==> src/rtl/fu_issue_arb_if.sv <==
// Issue-arbiter handshake bundle: per-bank ready requests from the RS banks,
// per-bank grants and writeback/busy status back from the arbiter.
interface fu_issue_arb_if;
  logic [1:0] alu_req;
  logic [1:0] mem_req;
  logic [1:0] mult_req;
  logic       mem_done;
  logic       flush;
  logic [1:0] alu_gnt;
  logic [1:0] mem_gnt;
  logic [1:0] mult_gnt;
  logic       mult_wb_valid;
  logic       mem_busy;

  modport master (
    output alu_req, mem_req, mult_req, mem_done, flush,
    input  alu_gnt, mem_gnt, mult_gnt, mult_wb_valid, mem_busy
  );

  modport slave (
    input  alu_req, mem_req, mult_req, mem_done, flush,
    output alu_gnt, mem_gnt, mult_gnt, mult_wb_valid, mem_busy
  );
endinterface

==> src/rtl/fu_issue_arb.sv <==
// Two-bank functional-unit issue arbiter: combinational grants with mult > mem > alu
// class priority, per-class round-robin pointers and CDB slot reservation for multiplies.
module fu_issue_arb #(
  parameter int MULT_LAT = 4,
  parameter int CDB_W    = 2
) (
  input logic          clk,
  input logic          reset,
  fu_issue_arb_if.slave bus
);

  logic [MULT_LAT-1:0] occ;
  logic                mem_busy_q;
  logic                alu_ptr, mem_ptr, mult_ptr;

  logic [1:0] mult_g, mem_g, alu_g;
  logic [1:0] mem_cand, alu_cand;
  logic [1:0] alu_slots;
  logic       mult_contest, mem_contest, alu_contest;

  // Both candidates present: the pointer names the winner; otherwise the lone candidate wins.
  function automatic logic [1:0] pick(input logic [1:0] cand, input logic ptr);
    if (cand == 2'b11) return ptr ? 2'b10 : 2'b01;
    return cand;
  endfunction

  assign alu_slots = 2'(CDB_W) - {1'b0, occ[1]};

  always_comb begin
    mult_g       = '0;
    mem_g        = '0;
    alu_g        = '0;
    mem_cand     = '0;
    alu_cand     = '0;
    mult_contest = 1'b0;
    mem_contest  = 1'b0;
    alu_contest  = 1'b0;
    if (!reset && !bus.flush) begin
      mult_g       = pick(bus.mult_req, mult_ptr);
      mult_contest = (bus.mult_req == 2'b11);
      mem_cand     = bus.mem_req & ~mult_g;
      // Memory FU frees up in the same cycle it reports done.
      if (!mem_busy_q || bus.mem_done) begin
        mem_g       = pick(mem_cand, mem_ptr);
        mem_contest = (mem_cand == 2'b11);
      end
      alu_cand = bus.alu_req & ~mult_g & ~mem_g;
      if (alu_slots >= 2'd2) begin
        alu_g = alu_cand;
      end else begin
        alu_g       = pick(alu_cand, alu_ptr);
        alu_contest = (alu_cand == 2'b11);
      end
    end
  end

  always_ff @(posedge clk or posedge reset) begin
    if (reset) begin
      occ        <= '0;
      mem_busy_q <= 1'b0;
      alu_ptr    <= 1'b0;
      mem_ptr    <= 1'b0;
      mult_ptr   <= 1'b0;
    end else begin
      if (bus.flush) occ <= '0;
      else           occ <= {|mult_g, occ[MULT_LAT-1:1]};

      if (|mem_g)            mem_busy_q <= 1'b1;
      else if (bus.mem_done) mem_busy_q <= 1'b0;

      // A contested grant goes to the pointer's bank, so the loser is ~ptr.
      if (mult_contest) mult_ptr <= ~mult_ptr;
      if (mem_contest)  mem_ptr  <= ~mem_ptr;
      if (alu_contest)  alu_ptr  <= ~alu_ptr;
    end
  end

  assign bus.mult_gnt      = mult_g;
  assign bus.mem_gnt       = mem_g;
  assign bus.alu_gnt       = alu_g;
  assign bus.mult_wb_valid = occ[0];
  assign bus.mem_busy      = mem_busy_q;

endmodule

==> src/flat_wrapper.sv <==
// flat-port wrapper written by rule: the top's interface ports become plain ports
module fu_issue_arb_flat 
#(
  parameter int MULT_LAT = 4,
  parameter int CDB_W    = 2
)
  (clk, reset, bus_alu_req, bus_mem_req, bus_mult_req, bus_mem_done, bus_flush, bus_alu_gnt, bus_mem_gnt, bus_mult_gnt, bus_mult_wb_valid, bus_mem_busy);
  fu_issue_arb_if bus_i ();
  input logic clk;
  input logic reset;
  input wire logic [$bits(bus_i.alu_req)-1:0] bus_alu_req;
  input wire logic [$bits(bus_i.mem_req)-1:0] bus_mem_req;
  input wire logic [$bits(bus_i.mult_req)-1:0] bus_mult_req;
  input wire logic [$bits(bus_i.mem_done)-1:0] bus_mem_done;
  input wire logic [$bits(bus_i.flush)-1:0] bus_flush;
  output wire logic [$bits(bus_i.alu_gnt)-1:0] bus_alu_gnt;
  output wire logic [$bits(bus_i.mem_gnt)-1:0] bus_mem_gnt;
  output wire logic [$bits(bus_i.mult_gnt)-1:0] bus_mult_gnt;
  output wire logic [$bits(bus_i.mult_wb_valid)-1:0] bus_mult_wb_valid;
  output wire logic [$bits(bus_i.mem_busy)-1:0] bus_mem_busy;
  assign bus_i.alu_req = bus_alu_req;
  assign bus_i.mem_req = bus_mem_req;
  assign bus_i.mult_req = bus_mult_req;
  assign bus_i.mem_done = bus_mem_done;
  assign bus_i.flush = bus_flush;
  assign bus_alu_gnt = bus_i.alu_gnt;
  assign bus_mem_gnt = bus_i.mem_gnt;
  assign bus_mult_gnt = bus_i.mult_gnt;
  assign bus_mult_wb_valid = bus_i.mult_wb_valid;
  assign bus_mem_busy = bus_i.mem_busy;
  fu_issue_arb #(.MULT_LAT(MULT_LAT), .CDB_W(CDB_W)) u_core (.clk(clk), .reset(reset), .bus(bus_i));
endmodule
==> config.mk <==
export PLATFORM = sky130hd
export DESIGN_NAME = fu_issue_arb_flat
export DESIGN_NICKNAME = d
export VERILOG_FILES = /design/src/rtl/fu_issue_arb_if.sv /design/src/rtl/fu_issue_arb.sv /design/src/flat_wrapper.sv
export SDC_FILE = /design/constraint.sdc
export NUM_CORES = 1
export LEC_CHECK = 0
export CAP_MARGIN = 10
export CORE_AREA = 2 2 39 41
export DETAILED_ROUTE_END_ITERATION = 10
export DIE_AREA = 0 0 41 43
export GPL_ROUTABILITY_DRIVEN = 1
export PLACE_DENSITY = 0.67
export SKIP_LAST_GASP = 1
export SLEW_MARGIN = 5
export SYNTH_ARGS = -nofsm -noshare
export SYNTH_HDL_FRONTEND = slang
export SYNTH_SLANG_ARGS = --single-unit
==> constraint.sdc <==
create_clock -name clk -period 1.59 [get_ports clk]
set_input_delay 0.3975 -clock clk [delete_from_list [all_inputs] [get_ports clk]]
set_output_delay 0.3975 -clock clk [all_outputs]
set_load 0.03 [all_outputs]
==> impl_metrics.json <==
{
  "drt_pass1_iterations": 4,
  "layout_commonest_cell": "buf_4",
  "setup_viol": 6,
  "r2r_cells": 6,
  "grt_first_pass_wirelength_um": 2497,
  "drv_slew": 0,
  "rows": 14,
  "synth_area_per_cell_sq_um": 8.934,
  "vias": 557,
  "power.density_nw_per_um2": 869.5,
  "via_per_inst": 5.064,
  "clockBufferDepth": 2,
  "cts_buffers": 3,
  "p_seq_share_pct": 32.0,
  "hpwl_um": 1027,
  "fill_cells": 115,
  "grt_max_degree": 9,
  "gp_congestion": 0.8073,
  "setup.worst_path.start_class": "register",
  "netSwitchingFraction_pct": 35.33,
  "rsz0062_at_grt": "true",
  "combPwrFrac_pct": 47.9,
  "syn-cell-area_sq_um": 446.7,
  "cts_num_sinks": 8,
  "failed_checks": "setup timing",
  "cts_tree": "yes",
  "num_antenna_cells": 0,
  "synthCells": 50,
  "overflow": 0,
  "skew_ns": 0.001058,
  "fmax_ghz": 0.4909,
  "die_w_um": 41,
  "r2r_slack_ns": 0.09,
  "routed_wirelength_um": 1551,
  "drt_drc_violations_left": 0,
  "cts.clk_slew.worst_paths_ns": 0.06,
  "core_sq_um": 1384,
  "insertion_delay_ns": 0.25,
  "grt_pass1_vias": 550,
  "multi_input_area_sq_um": 380.4,
  "start_util_pct": 32.28,
  "port_buffers": 17,
  "hold_violations": 0,
  "pin_count": 18,
  "fin_crit_ns": 2.037,
  "p_clk_share_pct": 20.1,
  "ant_nets": 0,
  "intPower_mw": 0.5558,
  "grt_usage_pct": 21.67,
  "fin_nets": 105,
  "cp-end-kind": "output port",
  "synthToLayoutAreaGrowth_pct": 121.3,
  "path_class": "reg2out",
  "antenna_found_initial": 0,
  "utilization_pct": 71.43,
  "slew_headroom_pct": 77.01,
  "initialDrtViolationCount": 6,
  "h-tree-depth": 1,
  "maxCapViolations": 0,
  "fin_crit_sh_pct": 128.1,
  "outcome": "complete, but fails checks",
  "reg2reg_from": "u_core.mult_ptr",
  "synth_fp_nets": 60,
  "cts_root_buf": "clkbuf_4",
  "die_height_um": 43,
  "wl_per_cell_um": 14.10,
  "yosysWarnings": 0,
  "leakagePower_nw": 0.4759,
  "dieArea_sq_um": 1763,
  "power_mw": 0.8595,
  "seq_area_frac_synth_pct": 44.82,
  "timing.critical_path.required_ns": 1.19,
  "drive_above_1_share_pct": 58.51,
  "synth-seq-cells": 8,
  "cp_data_arrival_time_ns": 1.64,
  "worstMarginPinSlew_ns": 0.3445,
  "cp_max_fo": 4,
  "p_switching_mw": 0.3036,
  "setup_ws_ns": -0.4472,
  "vdd_drop_max_mv": 0.5068,
  "timing.rr.end": "u_core.alu_ptr",
  "final_cell_mix": "21 x buf_4, 8 x buf_6, 7 x dlygate4sd2_1, 7 x dfrtp_1",
  "synth_cell_type_count": 22,
  "seqCellArea_sq_um": 201.4,
  "hold_class": "in2async"
}
-- power groups by stage --
stage	clock network [mW]	logic (mW)	registers, mW
finish	0.172	0.412	0.275
global route	0.197	0.436	0.282
CTS	0.176	0.401	0.276
detailed placement	0	0.316	0.275
global placement	0	0.310	0.275
floorplan	0	0.150	0.280
-- stage by stage --
step	TNS, ns	std cells	area [sq um]	setup WS (ns)	hold WS (ns)
finish	-1.515	110	988.4	-0.4472	0.4511
global route	-1.970	110	988.4	-0.5318	0.4725
detailed placement	-4.595	101	834.6	-0.7780	0.4540
floorplan	-0.1466	50	524.3	-0.07538	0.2131
CTS	-1.500	110	988.4	-0.4411	0.4524
global placement	-4.551	101	834.6	-0.7341	0.4544
-- critical path, cell delays in order (launching register included) --
cell and delay, ns:
dfrtp_1 0.41, nand2b_4 0.16, a21o_4 0.22, a311oi_4 0.22
buf_4 0.17, a31oi_4 0.07, buf_6 0.15
-- flip-flops by register name (all words and copies together) (netlist names) --
name,cells
u_core.occ,4
u_core.alu_ptr,1
u_core.bus.mem_busy,1
u_core.mem_ptr,1
u_core.mult_ptr,1
-- layer usage --
metal	up-vias	global-route usage (%)	wire length, um
met5	-	0	0
met4	0	10.00	48
met3	8	5.759	78
met2	23	33.44	805
met1	265	26.71	619
li1	261	-	-
-- cell usage after synthesis (all sizes together) --
cell	n	area, sq um
or2	1	6.260
nor2	3	11.26
nor3	4	20.02
a21oi	1	5.000
inv	4	15.01
nor3b	1	7.510
a211o	1	8.760
dfrtp	8	200.2
nor2b	2	12.51
a21boi	1	7.510
a311oi	1	15.01
xor2	1	8.760
o311ai	1	8.760
o2111ai	1	8.760
and3	1	6.260
nand2b	3	26.27
a31oi	1	6.260
nand2	10	37.54
a21o	1	7.510
xnor2	2	17.52
nand3	2	10.01
-- kinds of logic (layout without fill, tap and decap cells) --
kind of cell	Yosys count	after routing	share of synthesized area, %
xor+xnor	3	3	5.883
flops	8	8	44.82
simple gates	27	27	30.81
compound gates	8	8	15.13
buf+inv	4	48	3.360
-- worst max-delay path by stage --
stage,from,endpoint,depth (start not counted)
2_1_floorplan,bus_mult_req[0],bus_alu_gnt[1],5
3_3_place_gp,bus_mult_req[0],bus_alu_gnt[1],7
3_5_place_dp,bus_mult_req[0],bus_alu_gnt[1],7
4_1_cts,u_core.mult_ptr,bus_alu_gnt[0],6
5_1_grt,u_core.mult_ptr,bus_alu_gnt[0],6
6_report,u_core.mult_ptr,bus_alu_gnt[0],6
-- timing repair --
action                                  CTS  global route
resized for setup                        39             0
endpoints found under the setup margin   11             6
buffers inserted                          5             0
pin swaps                                10             1
hold buffers                              0             0
cloned                                    0             0
-- cell type report --
cell class,instances,share of cell area (%)
multi-input combinational,38,38.48
timing repair buffer,40,34.94
sequential,8,20.38
clock buffer,4,2.658
tap,16,2.025
inverter,4,1.519
Power figures use the tool's default switching activity.
